## config.mk

```make
export PLATFORM = sky130hd
export DESIGN_NAME = comp_strg_arb_flat
export DESIGN_NICKNAME = d
export VERILOG_FILES = /design/src/rtl/comp_strg_arb_if.sv /design/src/rtl/comp_strg_arb.sv /design/src/flat_wrapper.sv
export SDC_FILE = /design/constraint.sdc
export NUM_CORES = 1
export LEC_CHECK = 0
export CORE_AREA = 2 2 155 157
export CTS_CLUSTER_SIZE = 12
export DETAILED_ROUTE_END_ITERATION = 8
export DIE_AREA = 0 0 157 159
export PLACE_DENSITY = 0.59
export SLEW_MARGIN = 20
export SYNTH_ARGS = -nofsm -noshare
export SYNTH_HDL_FRONTEND = slang
export SYNTH_SLANG_ARGS = --single-unit
```

## constraint.sdc

```tcl
create_clock -name clk -period 3.3 [get_ports clk]
set_input_delay 0.825 -clock clk [delete_from_list [all_inputs] [get_ports clk]]
set_output_delay 0.825 -clock clk [all_outputs]
set_load 0.02 [all_outputs]
```

## src/rtl/comp_strg_arb_if.sv

```systemverilog
// Bus bundles around the comp_strg arbiter: requester-side command/response
// channel and the single comp_strg access port.

interface comp_strg_arb_req_if #(
  parameter int NREQ       = 4,
  parameter int DATA_WIDTH = 32,
  parameter int ADDR_WIDTH = 10
);
  localparam int IDW = $clog2(NREQ);

  logic [NREQ-1:0]            req_valid;
  logic [NREQ-1:0]            req_ready;
  logic [2*NREQ-1:0]          req_cmd;
  logic [ADDR_WIDTH*NREQ-1:0] req_addA;
  logic [ADDR_WIDTH*NREQ-1:0] req_addB;
  logic [ADDR_WIDTH*NREQ-1:0] req_addC;
  logic [DATA_WIDTH*NREQ-1:0] req_wdata;
  logic                       rsp_valid;
  logic [IDW-1:0]             rsp_id;
  logic [DATA_WIDTH-1:0]      rsp_data;
  logic                       rsp_err;
  logic                       busy;

  modport master (
    output req_valid, req_cmd, req_addA, req_addB, req_addC, req_wdata,
    input  req_ready, rsp_valid, rsp_id, rsp_data, rsp_err, busy
  );

  modport slave (
    input  req_valid, req_cmd, req_addA, req_addB, req_addC, req_wdata,
    output req_ready, rsp_valid, rsp_id, rsp_data, rsp_err, busy
  );
endinterface

interface comp_strg_arb_cs_if #(
  parameter int DATA_WIDTH = 32,
  parameter int ADDR_WIDTH = 10
);
  logic                  cs_en;
  logic [1:0]            cs_cmd;
  logic [ADDR_WIDTH-1:0] cs_addA;
  logic [ADDR_WIDTH-1:0] cs_addB;
  logic [ADDR_WIDTH-1:0] cs_addC;
  logic [DATA_WIDTH-1:0] cs_dq_out;
  logic                  cs_dq_oe;
  logic [DATA_WIDTH-1:0] cs_dq_in;
  logic                  cs_valid_out;

  modport master (
    output cs_en, cs_cmd, cs_addA, cs_addB, cs_addC, cs_dq_out, cs_dq_oe,
    input  cs_dq_in, cs_valid_out
  );

  modport slave (
    input  cs_en, cs_cmd, cs_addA, cs_addB, cs_addC, cs_dq_out, cs_dq_oe,
    output cs_dq_in, cs_valid_out
  );
endinterface

```

## src/rtl/comp_strg_arb.sv

```systemverilog
// Round-robin arbiter/sequencer sharing one comp_strg port between NREQ
// requesters; one command outstanding, one tagged response per command.
//
// state | meaning
// IDLE  | arbitrate, accept one command, latch payload
// ISSUE | drive cs_en (and DQ for writes) for one cycle
// WAIT  | read: wait for cs_valid_out or timeout; others: fixed latency
// RESP  | one-cycle response strobe

module comp_strg_arb #(
  parameter int NREQ       = 4,
  parameter int DATA_WIDTH = 32,
  parameter int ADDR_WIDTH = 10,
  parameter int OP_LAT     = 1,
  parameter int TIMEOUT    = 15
) (
  input  logic                  clk,
  input  logic                  rst,
  comp_strg_arb_req_if.slave    req,
  comp_strg_arb_cs_if.master    cs
);

  localparam int IDW = $clog2(NREQ);
  localparam logic [1:0] CMD_RD = 2'b00;
  localparam logic [1:0] CMD_WR = 2'b01;
  localparam logic [7:0] RD_LAST = 8'(TIMEOUT - 1);
  localparam logic [7:0] OP_LAST = 8'(OP_LAT - 1);

  typedef enum logic [1:0] {IDLE, ISSUE, WAIT, RESP} state_t;

  state_t                 state;
  logic [IDW-1:0]         last_grant;
  logic [IDW-1:0]         cur_id;
  logic [7:0]             wait_cnt;

  logic                   grant_any;
  logic [IDW-1:0]         grant_id;
  logic [NREQ-1:0]        grant_oh;
  logic [1:0]             sel_cmd;
  logic [ADDR_WIDTH-1:0]  sel_addA;
  logic [ADDR_WIDTH-1:0]  sel_addB;
  logic [ADDR_WIDTH-1:0]  sel_addC;
  logic [DATA_WIDTH-1:0]  sel_wdata;

  // Search starts just past the previous winner so every requester gets a turn.
  always_comb begin
    int idx;
    grant_any = 1'b0;
    grant_id  = '0;
    idx       = 0;
    for (int i = 1; i <= NREQ; i++) begin
      idx = int'(last_grant) + i;
      if (idx >= NREQ) idx = idx - NREQ;
      if (!grant_any && req.req_valid[idx]) begin
        grant_any = 1'b1;
        grant_id  = IDW'(idx);
      end
    end
  end

  assign grant_oh  = grant_any ? (NREQ'(1) << grant_id) : '0;
  assign sel_cmd   = req.req_cmd[grant_id*2 +: 2];
  assign sel_addA  = req.req_addA[grant_id*ADDR_WIDTH +: ADDR_WIDTH];
  assign sel_addB  = req.req_addB[grant_id*ADDR_WIDTH +: ADDR_WIDTH];
  assign sel_addC  = req.req_addC[grant_id*ADDR_WIDTH +: ADDR_WIDTH];
  assign sel_wdata = req.req_wdata[grant_id*DATA_WIDTH +: DATA_WIDTH];

  // The accept pulse is only meaningful while IDLE and out of reset.
  assign req.req_ready = (state == IDLE && rst) ? grant_oh : '0;
  assign req.busy      = (state != IDLE);

  always_ff @(posedge clk or negedge rst) begin
    if (!rst) begin
      state         <= IDLE;
      last_grant    <= IDW'(NREQ - 1);
      cur_id        <= '0;
      wait_cnt      <= '0;
      req.rsp_valid <= 1'b0;
      req.rsp_id    <= '0;
      req.rsp_data  <= '0;
      req.rsp_err   <= 1'b0;
      cs.cs_en      <= 1'b0;
      cs.cs_cmd     <= '0;
      cs.cs_addA    <= '0;
      cs.cs_addB    <= '0;
      cs.cs_addC    <= '0;
      cs.cs_dq_out  <= '0;
      cs.cs_dq_oe   <= 1'b0;
    end else begin
      case (state)
        IDLE: begin
          if (grant_any) begin
            cur_id       <= grant_id;
            last_grant   <= grant_id;
            cs.cs_cmd    <= sel_cmd;
            cs.cs_addA   <= sel_addA;
            cs.cs_addB   <= sel_addB;
            cs.cs_addC   <= sel_addC;
            cs.cs_en     <= 1'b1;
            cs.cs_dq_oe  <= (sel_cmd == CMD_WR);
            cs.cs_dq_out <= (sel_cmd == CMD_WR) ? sel_wdata : '0;
            state        <= ISSUE;
          end
        end

        ISSUE: begin
          cs.cs_en     <= 1'b0;
          cs.cs_dq_oe  <= 1'b0;
          cs.cs_dq_out <= '0;
          wait_cnt     <= '0;
          state        <= WAIT;
        end

        WAIT: begin
          if (cs.cs_cmd == CMD_RD) begin
            // A valid_out on the last allowed cycle still wins over the timeout.
            if (cs.cs_valid_out) begin
              req.rsp_valid <= 1'b1;
              req.rsp_id    <= cur_id;
              req.rsp_data  <= cs.cs_dq_in;
              req.rsp_err   <= 1'b0;
              state         <= RESP;
            end else if (wait_cnt == RD_LAST) begin
              req.rsp_valid <= 1'b1;
              req.rsp_id    <= cur_id;
              req.rsp_data  <= '0;
              req.rsp_err   <= 1'b1;
              state         <= RESP;
            end else begin
              wait_cnt <= wait_cnt + 8'd1;
            end
          end else begin
            if (wait_cnt == OP_LAST) begin
              req.rsp_valid <= 1'b1;
              req.rsp_id    <= cur_id;
              req.rsp_data  <= '0;
              req.rsp_err   <= 1'b0;
              state         <= RESP;
            end else begin
              wait_cnt <= wait_cnt + 8'd1;
            end
          end
        end

        RESP: begin
          req.rsp_valid <= 1'b0;
          req.rsp_data  <= '0;
          req.rsp_err   <= 1'b0;
          state         <= IDLE;
        end

        default: state <= IDLE;
      endcase
    end
  end

endmodule
```

## src/flat_wrapper.sv

```systemverilog
// flat-port wrapper written by rule: the top's interface ports become plain ports
module comp_strg_arb_flat 
#(
  parameter int NREQ       = 4,
  parameter int DATA_WIDTH = 32,
  parameter int ADDR_WIDTH = 10,
  parameter int OP_LAT     = 1,
  parameter int TIMEOUT    = 15
)
  (clk, rst, req_req_valid, req_req_cmd, req_req_addA, req_req_addB, req_req_addC, req_req_wdata, req_req_ready, req_rsp_valid, req_rsp_id, req_rsp_data, req_rsp_err, req_busy, cs_cs_en, cs_cs_cmd, cs_cs_addA, cs_cs_addB, cs_cs_addC, cs_cs_dq_out, cs_cs_dq_oe, cs_cs_dq_in, cs_cs_valid_out);
  comp_strg_arb_req_if #(.NREQ(NREQ), .DATA_WIDTH(DATA_WIDTH), .ADDR_WIDTH(ADDR_WIDTH)) req_i ();
  comp_strg_arb_cs_if #(.DATA_WIDTH(DATA_WIDTH), .ADDR_WIDTH(ADDR_WIDTH)) cs_i ();
  input  logic clk;
  input  logic rst;
  input wire logic [$bits(req_i.req_valid)-1:0] req_req_valid;
  input wire logic [$bits(req_i.req_cmd)-1:0] req_req_cmd;
  input wire logic [$bits(req_i.req_addA)-1:0] req_req_addA;
  input wire logic [$bits(req_i.req_addB)-1:0] req_req_addB;
  input wire logic [$bits(req_i.req_addC)-1:0] req_req_addC;
  input wire logic [$bits(req_i.req_wdata)-1:0] req_req_wdata;
  output wire logic [$bits(req_i.req_ready)-1:0] req_req_ready;
  output wire logic [$bits(req_i.rsp_valid)-1:0] req_rsp_valid;
  output wire logic [$bits(req_i.rsp_id)-1:0] req_rsp_id;
  output wire logic [$bits(req_i.rsp_data)-1:0] req_rsp_data;
  output wire logic [$bits(req_i.rsp_err)-1:0] req_rsp_err;
  output wire logic [$bits(req_i.busy)-1:0] req_busy;
  output wire logic [$bits(cs_i.cs_en)-1:0] cs_cs_en;
  output wire logic [$bits(cs_i.cs_cmd)-1:0] cs_cs_cmd;
  output wire logic [$bits(cs_i.cs_addA)-1:0] cs_cs_addA;
  output wire logic [$bits(cs_i.cs_addB)-1:0] cs_cs_addB;
  output wire logic [$bits(cs_i.cs_addC)-1:0] cs_cs_addC;
  output wire logic [$bits(cs_i.cs_dq_out)-1:0] cs_cs_dq_out;
  output wire logic [$bits(cs_i.cs_dq_oe)-1:0] cs_cs_dq_oe;
  input wire logic [$bits(cs_i.cs_dq_in)-1:0] cs_cs_dq_in;
  input wire logic [$bits(cs_i.cs_valid_out)-1:0] cs_cs_valid_out;
  assign req_i.req_valid = req_req_valid;
  assign req_i.req_cmd = req_req_cmd;
  assign req_i.req_addA = req_req_addA;
  assign req_i.req_addB = req_req_addB;
  assign req_i.req_addC = req_req_addC;
  assign req_i.req_wdata = req_req_wdata;
  assign req_req_ready = req_i.req_ready;
  assign req_rsp_valid = req_i.rsp_valid;
  assign req_rsp_id = req_i.rsp_id;
  assign req_rsp_data = req_i.rsp_data;
  assign req_rsp_err = req_i.rsp_err;
  assign req_busy = req_i.busy;
  assign cs_cs_en = cs_i.cs_en;
  assign cs_cs_cmd = cs_i.cs_cmd;
  assign cs_cs_addA = cs_i.cs_addA;
  assign cs_cs_addB = cs_i.cs_addB;
  assign cs_cs_addC = cs_i.cs_addC;
  assign cs_cs_dq_out = cs_i.cs_dq_out;
  assign cs_cs_dq_oe = cs_i.cs_dq_oe;
  assign cs_i.cs_dq_in = cs_cs_dq_in;
  assign cs_i.cs_valid_out = cs_cs_valid_out;
  comp_strg_arb #(.NREQ(NREQ), .DATA_WIDTH(DATA_WIDTH), .ADDR_WIDTH(ADDR_WIDTH), .OP_LAT(OP_LAT), .TIMEOUT(TIMEOUT)) u_core (.clk(clk), .rst(rst), .req(req_i), .cs(cs_i));
endmodule
```

==> results of run 1 <==
==> routing by layer <==
metal	vias up	share of wire [%]	GRT usage, %
met4	2	2.6	7.71
met2	293	49	34.3
met5	-	0.037	0
met1	3335	41	24.6
li1	3343	-	-
met3	41	7.7	6.29
==> cell usage in the layout (no fill, tap or decap), drive strengths merged, types with 6 or more instances in the layout <==
cell type and count:
clkdlybuf4s50 396, dfrtp 114, nand2 112, a21oi 74
a22o 66, o21ai 47, buf 36, a22oi 34
mux2 32, a222oi 30, clkbuf 19, inv 17
nor2 13, nand3 10, and3 9, ha 8
nand4 7, clkinv 6
==> kinds of logic after synthesis <==
logic type,count (synthesis),synth area share (%)
muxes,36,6.19
adders and majority gates,8,1.55
buffers and inverters,71,5.90
DFF,116,44.9
AOI/OAI and AO/OA,273,30.1
and+or+nand+nor,166,11.3
==> flip-flops by register name, summed over array words and instances, names as in the netlist <==
register,cells
u_core.cs.cs_cmd,2
u_core.cs.cs_addA,10
u_core.req.rsp_id,2
u_core.cs.cs_addB,10
u_core.cs.cs_en,1
u_core.req.rsp_valid,1
u_core.cs.cs_dq_oe,1
u_core.last_grant,2
u_core.cur_id,2
u_core.state,2
u_core.cs.cs_addC,10
u_core.req.rsp_data,32
u_core.wait_cnt,8
u_core.cs.cs_dq_out,32
u_core.req.rsp_err,1
==> through the flow <==
step / power, W / setup TNS (ns)
after floorplan: 0.00556 / 0
after global placement: 0.00795 / -10.74
after detailed placement: 0.00799 / -12.21
after CTS: 0.00992 / 0
after global routing: 0.0104 / 0
final: 0.00980 / 0
==> worst max-delay path by stage <==
stage	endpoint	slack, ns	cells past startpoint
after floorplan	req_req_ready[0]	0.25	7
after global placement	req_req_ready[0]	-0.32	7
after detailed placement	req_req_ready[0]	-0.33	7
after CTS	req_req_ready[0]	0.05	7
after global routing	req_req_ready[2]	0.008	6
final	req_req_ready[0]	0.07	7
==> layout make-up <==
type	count	area share [%]
Clock buffer	17	3.71
Inverter	10	0.327
Multi-Input combinational cell	484	28.2
Antenna cell	1	0.0218
Timing Repair Buffer	436	37.5
Tap cell	319	3.48
Clock inverter	15	1.41
Sequential cell	116	25.3
==> where the power goes <==
part           internal [W]  switching (W)
clock network       0.00107       0.000775
logic               0.00247        0.00305
registers           0.00203       0.000393
==> timing repair <==
item,CTS,global route
resized for setup,6,9
endpoints found under the hold margin,0,0
gates cloned,0,1
hold buffers,0,0
endpoints found under the setup margin,4,23
pin swaps,0,1
==> impl_metrics.tcl, run 1 <==
set metrics [dict create \
    syn_nets 973 \
    worst_r2r_startpoint "u_core.last_grant[1]" \
    ioPinCount 402 \
    synth-seq-area-share_pct 44.9 \
    design.final.nets 1368 \
    detailed_place.area_mm2 0.0109 \
    launching_element_type_of_the_critical_path "input port" \
    finalHoldViolCount 0 \
    drive_gt1_share_pct 8.72 \
    syn-instance-count 670 \
    gpl.final_weighted_congestion 0.881 \
    fmax_ghz 0.309 \
    vias_per_instance 5.02 \
    post_synth_num_cell_types 51 \
    drv_cap 0 \
    ff_latch_count_synth 116 \
    final.fill_count 2215 \
    grt_pass1_wl_um 39100 \
    r2r.worst_path.cells 6 \
    cts_sinks 116 \
    grt.total_usage_pct 20.5 \
    fin_worst_skew_ns 0.0105 \
    final.hold.worst_slack_ns 0.294 \
    setup_viol 0 \
    rsz0062_at_grt "no" \
    r2r-end "u_core.cs.cs_dq_out[4]" \
    power.density_cell_area_mw_per_mm2 854 \
    setup.worst_path.start "req_req_valid[3]" \
    fin_util_pct 49.4 \
    cts_setup_buffers 0 \
    clkLatencyLatePin_ns 0.42 \
    avgSynthCellArea_um2 9.65 \
    dp_cells 1364 \
    worst-slew-pin-transition_ns 0.800 \
    ordered_list_of_cells_on_the_worst_path "clkdlybuf4s50_1, nor2_2, o21a_1, o21ai_2, o31ai_4, and3_1, clkdlybuf4s15_1" \
    detailedPlace.worstSlack_ns -0.330 \
    finalCriticalPeriod_ns 3.23 \
    timing_max_transition_violations_final 0 \
    clk_pin_slew_ns 0.06 \
    netlist_top_cells_area "sky130_fd_sc_hd__dfrtp_1 (44%), sky130_fd_sc_hd__a22o_1 (8.9%), sky130_fd_sc_hd__nand2_1 (6.5%), sky130_fd_sc_hd__a21oi_1 (5.6%), sky130_fd_sc_hd__mux2_1 (5.2%)" \
    grt_start_max_net_pins 71 \
    synth_ff_type "sky130_fd_sc_hd__dfrtp_1" \
    wl_um 26800 \
    worst-setup-path-type "input port to primary output" \
    cts_buffer_depth 2 \
    end_kind "primary output" \
    cts_tree "done" \
    floorplan.initialDensity_pct 27.9 \
    clock_tree_root "sky130_fd_sc_hd__clkbuf_16" \
    static_leak_nw 4.81 \
    max-vdd-ir-drop_mv 0.501 \
    crit_buf_inv 2 \
    synthToLayoutAreaGrowth_pct 77.4 \
    drtPass1Iterations 8 \
    arrival_ns 2.41 \
    postLayoutCellArea_mm2 0.0115 \
    synth_enable_flop_cells 0 \
    syn_area_mm2 0.00646 \
    antenna_violations_before_repair 5 \
    post_layout_nonfiller_instances 1398 \
    via_count 7014 \
    synth.top_cell.area_share_pct 44.1 \
    fp.coreArea_mm2 0.0232 \
    relSlewSlack_pct 46.7 \
    yosys.cell_count.top_type "sky130_fd_sc_hd__dfrtp_1" \
    placement_rows 56 \
    final_setup_slack_of_the_worst_path_ns 0.0688 \
    grt_remaining_overflow 0 \
    drt_drc_violations_left 0 \
    synth.top_cells.by_count "sky130_fd_sc_hd__dfrtp_1 (114), sky130_fd_sc_hd__nand2_1 (112), sky130_fd_sc_hd__a21oi_1 (72)" \
    dp_hpwl_um 20100 \
    route.antenna.remaining_nets 0 \
    timing.reg2reg.setup_slack_ns 0.65 \
    worst_hold_path_type "input port to async pin" \
    outcome "completed" \
    first_global_vias 6726 \
    yosys.area.top_type "sky130_fd_sc_hd__dfrtp_1" \
    die-width_um 157 \
    yosysWarnings 0 \
    floorplan.die_area_mm2 0.0250 \
    critical_path_required_ns 2.47 \
    cp_top_family "buffers and inverters" \
    ffs_w_async_s_r_synth_pct 100 \
    drt_first_iter_violations 579 \
    crit_path_max_incr_delay_ns 0.57 \
    multi_input_comb_area_mm2 0.00324 \
    die-height_um 159 \
    sequential_standard_cell_area_mm2 0.00291 \
    final_min_period_over_clock_period_pct 97.9 \
    crit_path_top_delay_cell "sky130_fd_sc_hd__clkdlybuf4s50_1" \
    numCtsBuffers 17 \
    port_buffers 401 \
    avgRoutedWirePerCell_um 19.1 \
    crit_path_max_fanout 5 \
    htree_num_levels 4 \
]
Note: power is estimated with default switching activity, not from simulation.
==> run 2: changes to the inputs <==
Settings changed: ABC_AREA set to 1, PLACE_DENSITY 0.59 to 0.63.
==> impl_metrics.tcl, run 2 <==
set metrics [dict create \
    netlist_top_cells_area "sky130_fd_sc_hd__dfrtp_1 (39%), sky130_fd_sc_hd__nand2_1 (37%), sky130_fd_sc_hd__nand3_1 (4.9%), sky130_fd_sc_hd__inv_1 (2.8%), sky130_fd_sc_hd__o22ai_1 (2.8%)" \
    port_buffers 401 \
    syn_area_mm2 0.00729 \
    arrival_ns 2.34 \
    drv_cap 0 \
    finalCriticalPeriod_ns 3.16 \
    clock_tree_root "sky130_fd_sc_hd__clkbuf_16" \
    drive_gt1_share_pct 6.97 \
    yosys.cell_count.top_type "sky130_fd_sc_hd__nand2_1" \
    finalHoldViolCount 0 \
    static_leak_nw 6.09 \
    route.antenna.remaining_nets 0 \
    yosysWarnings 0 \
    synth-seq-area-share_pct 39.9 \
    worst_hold_path_type "register to register" \
    design.final.nets 1839 \
    avgRoutedWirePerCell_um 15.2 \
    antenna_violations_before_repair 0 \
    timing.hold.worst_path_depth 2 \
    avgSynthCellArea_um2 6.37 \
    cts_tree "done" \
    layout_top_registers "u_core.cs.cs_dq_out (32), u_core.req.rsp_data (32)" \
    r2r.worst_path.cells 18 \
    drtPass1Iterations 4 \
    commonest_cells_after_routing_fill_and_taps_aside "sky130_fd_sc_hd__nand2_1 (722), sky130_fd_sc_hd__clkdlybuf4s50_1 (392), sky130_fd_sc_hd__dfrtp_1 (114)" \
    synth_enable_flop_cells 0 \
    antennaDiodeCount 0 \
    floorplan.initialDensity_pct 31.4 \
    clkLatencyLatePin_ns 0.42 \
    grt_remaining_overflow 0 \
    layout.cells.most_common "sky130_fd_sc_hd__nand2_1" \
    drt_first_iter_violations 377 \
    syn-instance-count 1145 \
    post_layout_nonfiller_instances 1868 \
    synth_ff_type "sky130_fd_sc_hd__dfrtp_1" \
    timing_max_transition_violations_final 0 \
    dp_hpwl_um 21200 \
    first_global_vias 8325 \
    drt_drc_violations_left 0 \
    launching_element_type_of_the_critical_path "register" \
    via_count 8415 \
    synth.top_cell.area_share_pct 39.1 \
    ff_latch_count_synth 116 \
    vias_per_instance 4.50 \
    crit_path_max_fanout 10 \
    max-vdd-ir-drop_mv 1.44 \
    setup_viol 0 \
    numCtsBuffers 17 \
    worst-setup-path-type "register to primary output" \
    die-width_um 157 \
    cts_buffer_depth 2 \
    grt_start_max_net_pins 97 \
    final.fill_count 2343 \
    ffs_w_async_s_r_synth_pct 100 \
    post_synth_num_cell_types 34 \
    grt.total_usage_pct 22.5 \
    die-height_um 159 \
    ioPinCount 402 \
    worst-slew-pin-transition_ns 0.945 \
    post_cts_hold_buffers 0 \
    fin_util_pct 53.5 \
    synthToLayoutAreaGrowth_pct 70.2 \
    floorplan.die_area_mm2 0.0250 \
    fmax_ghz 0.316 \
    fin_tns_setup_ns 0 \
    final_min_period_over_clock_period_pct 95.8 \
    placement_rows 56 \
    wl_um 28400 \
    fin_worst_skew_ns 0.00997 \
    syn_nets 1448 \
    cts_sinks 116 \
    dp_cells 1835 \
    relSlewSlack_pct 37.0 \
    grt_pass1_wl_um 44200 \
    htree_num_levels 4 \
    critical_path_required_ns 2.47 \
    final.hold.worst_slack_ns 0.475 \
    clk_pin_slew_ns 0.06 \
    power.density_cell_area_mw_per_mm2 1220 \
    yosys.area.top_type "sky130_fd_sc_hd__dfrtp_1" \
    outcome "completed" \
    fp.coreArea_mm2 0.0232 \
    synth.top_cells.by_count "sky130_fd_sc_hd__nand2_1 (726), sky130_fd_sc_hd__dfrtp_1 (114), sky130_fd_sc_hd__nand3_1 (71)" \
    report.power.total_w 0.0151 \
    end_kind "primary output" \
    gpl.final_weighted_congestion 0.848 \
]
-- run 2: changes by cell type after synthesis, sizes merged, moves of 7 or more --
cell,previous run,this run
nand3,10,72
mux2,32,0
o21ai,47,17
inv,8,61
a22o,66,0
clkbuf,32,25
buf,29,38
a222oi,30,0
a21oi,73,3
o22ai,4,33
nand2,112,734
a22oi,34,0
and3,9,0
-- run 2: cell type report --
class	instances	area, µm²	area share (%)
Clock buffer	19	443	3.57
Multi-Input combinational cell	904	3870	31.2
Timing Repair Buffer	435	4340	35.0
Clock inverter	13	205	1.65
Tap cell	319	399	3.22
Sequential cell	116	2910	23.4
Inverter	62	238	1.92
-- run 2: what timing repair did --
action,in CTS,in global routing
endpoints found under the setup margin,22,37
pin swaps,0,8
buffers inserted,0,1
hold endpoints to repair,0,0
resized for setup,23,19
-- run 2: path summary, 6_finish.rpt --
check | startpoint | slack, ns | end
max | u_core.last_grant[0] | 0.14 | req_req_ready[0]
max reg2reg | u_core.last_grant[0] | 0.39 | u_core.cs.cs_dq_out[2]
max in group asynchronous | rst | 2.00 | u_core.cs.cs_addA[0]
min | u_core.cs.cs_dq_out[28] | 0.48 | u_core.cs.cs_dq_out[28]
min reg2reg | u_core.cs.cs_dq_out[28] | 0.48 | u_core.cs.cs_dq_out[28]
min in group asynchronous | rst | 0.51 | u_core.req.rsp_data[3]
-- run 2: power breakdown --
part	switching [W]	leakage [nW]	internal (W)
Clock	0.000687	0.309	0.00136
Sequential	0.000350	1.54	0.00203
Combinational	0.00681	4.24	0.00386
Total	0.00785	6.09	0.00725
-- run 2: stage by stage --
stage | setup slack (ns) | cell area, µm²
detailed placement | -0.485 | 11700
CTS | 0.00396 | 12300
floorplan | 0.169 | 7290
global route | -0.00155 | 12400
global placement | -0.467 | 11700
finish | 0.137 | 12400
-- run 2: critical path, stage by stage (launching register included) --
cell                      delay (ns)
sky130_fd_sc_hd__dfstp_2        0.64
sky130_fd_sc_hd__inv_4          0.08
sky130_fd_sc_hd__nand2_1        0.07
sky130_fd_sc_hd__nand2_1        0.09
sky130_fd_sc_hd__nand2_2        0.08
sky130_fd_sc_hd__nand2_2        0.08
sky130_fd_sc_hd__a21oi_4        0.16
sky130_fd_sc_hd__nand2_1        0.08
sky130_fd_sc_hd__nor2_2         0.14
sky130_fd_sc_hd__inv_2          0.05
sky130_fd_sc_hd__nand2_4        0.07
sky130_fd_sc_hd__nand2_1        0.07
sky130_fd_sc_hd__nor2_2         0.16
sky130_fd_sc_hd__buf_6          0.14
-- run 2: cell families (layout without fill, tap and decap cells) --
| kind of cell | count (synthesis) | after routing | synth area share, % |
|---|---|---|---|
| AO/OA/AOI/OAI | 62 | 62 | 5.25 |
| adder cells (fa/ha/maj) | 8 | 8 | 1.37 |
| buffers and inverters | 125 | 529 | 7.81 |
| AND/OR/NAND/NOR | 828 | 828 | 45.0 |
| XOR/XNOR | 6 | 6 | 0.721 |
| flip-flops | 116 | 116 | 39.9 |
-- run 2: metal layers --
metal,vias up,routed length (µm),GRT usage (%)
met5,-,0,0
met4,0,633,6.34
met3,45,2480,7.97
met2,303,14100,39.9
met1,3749,11200,25.4
li1,4318,-,-
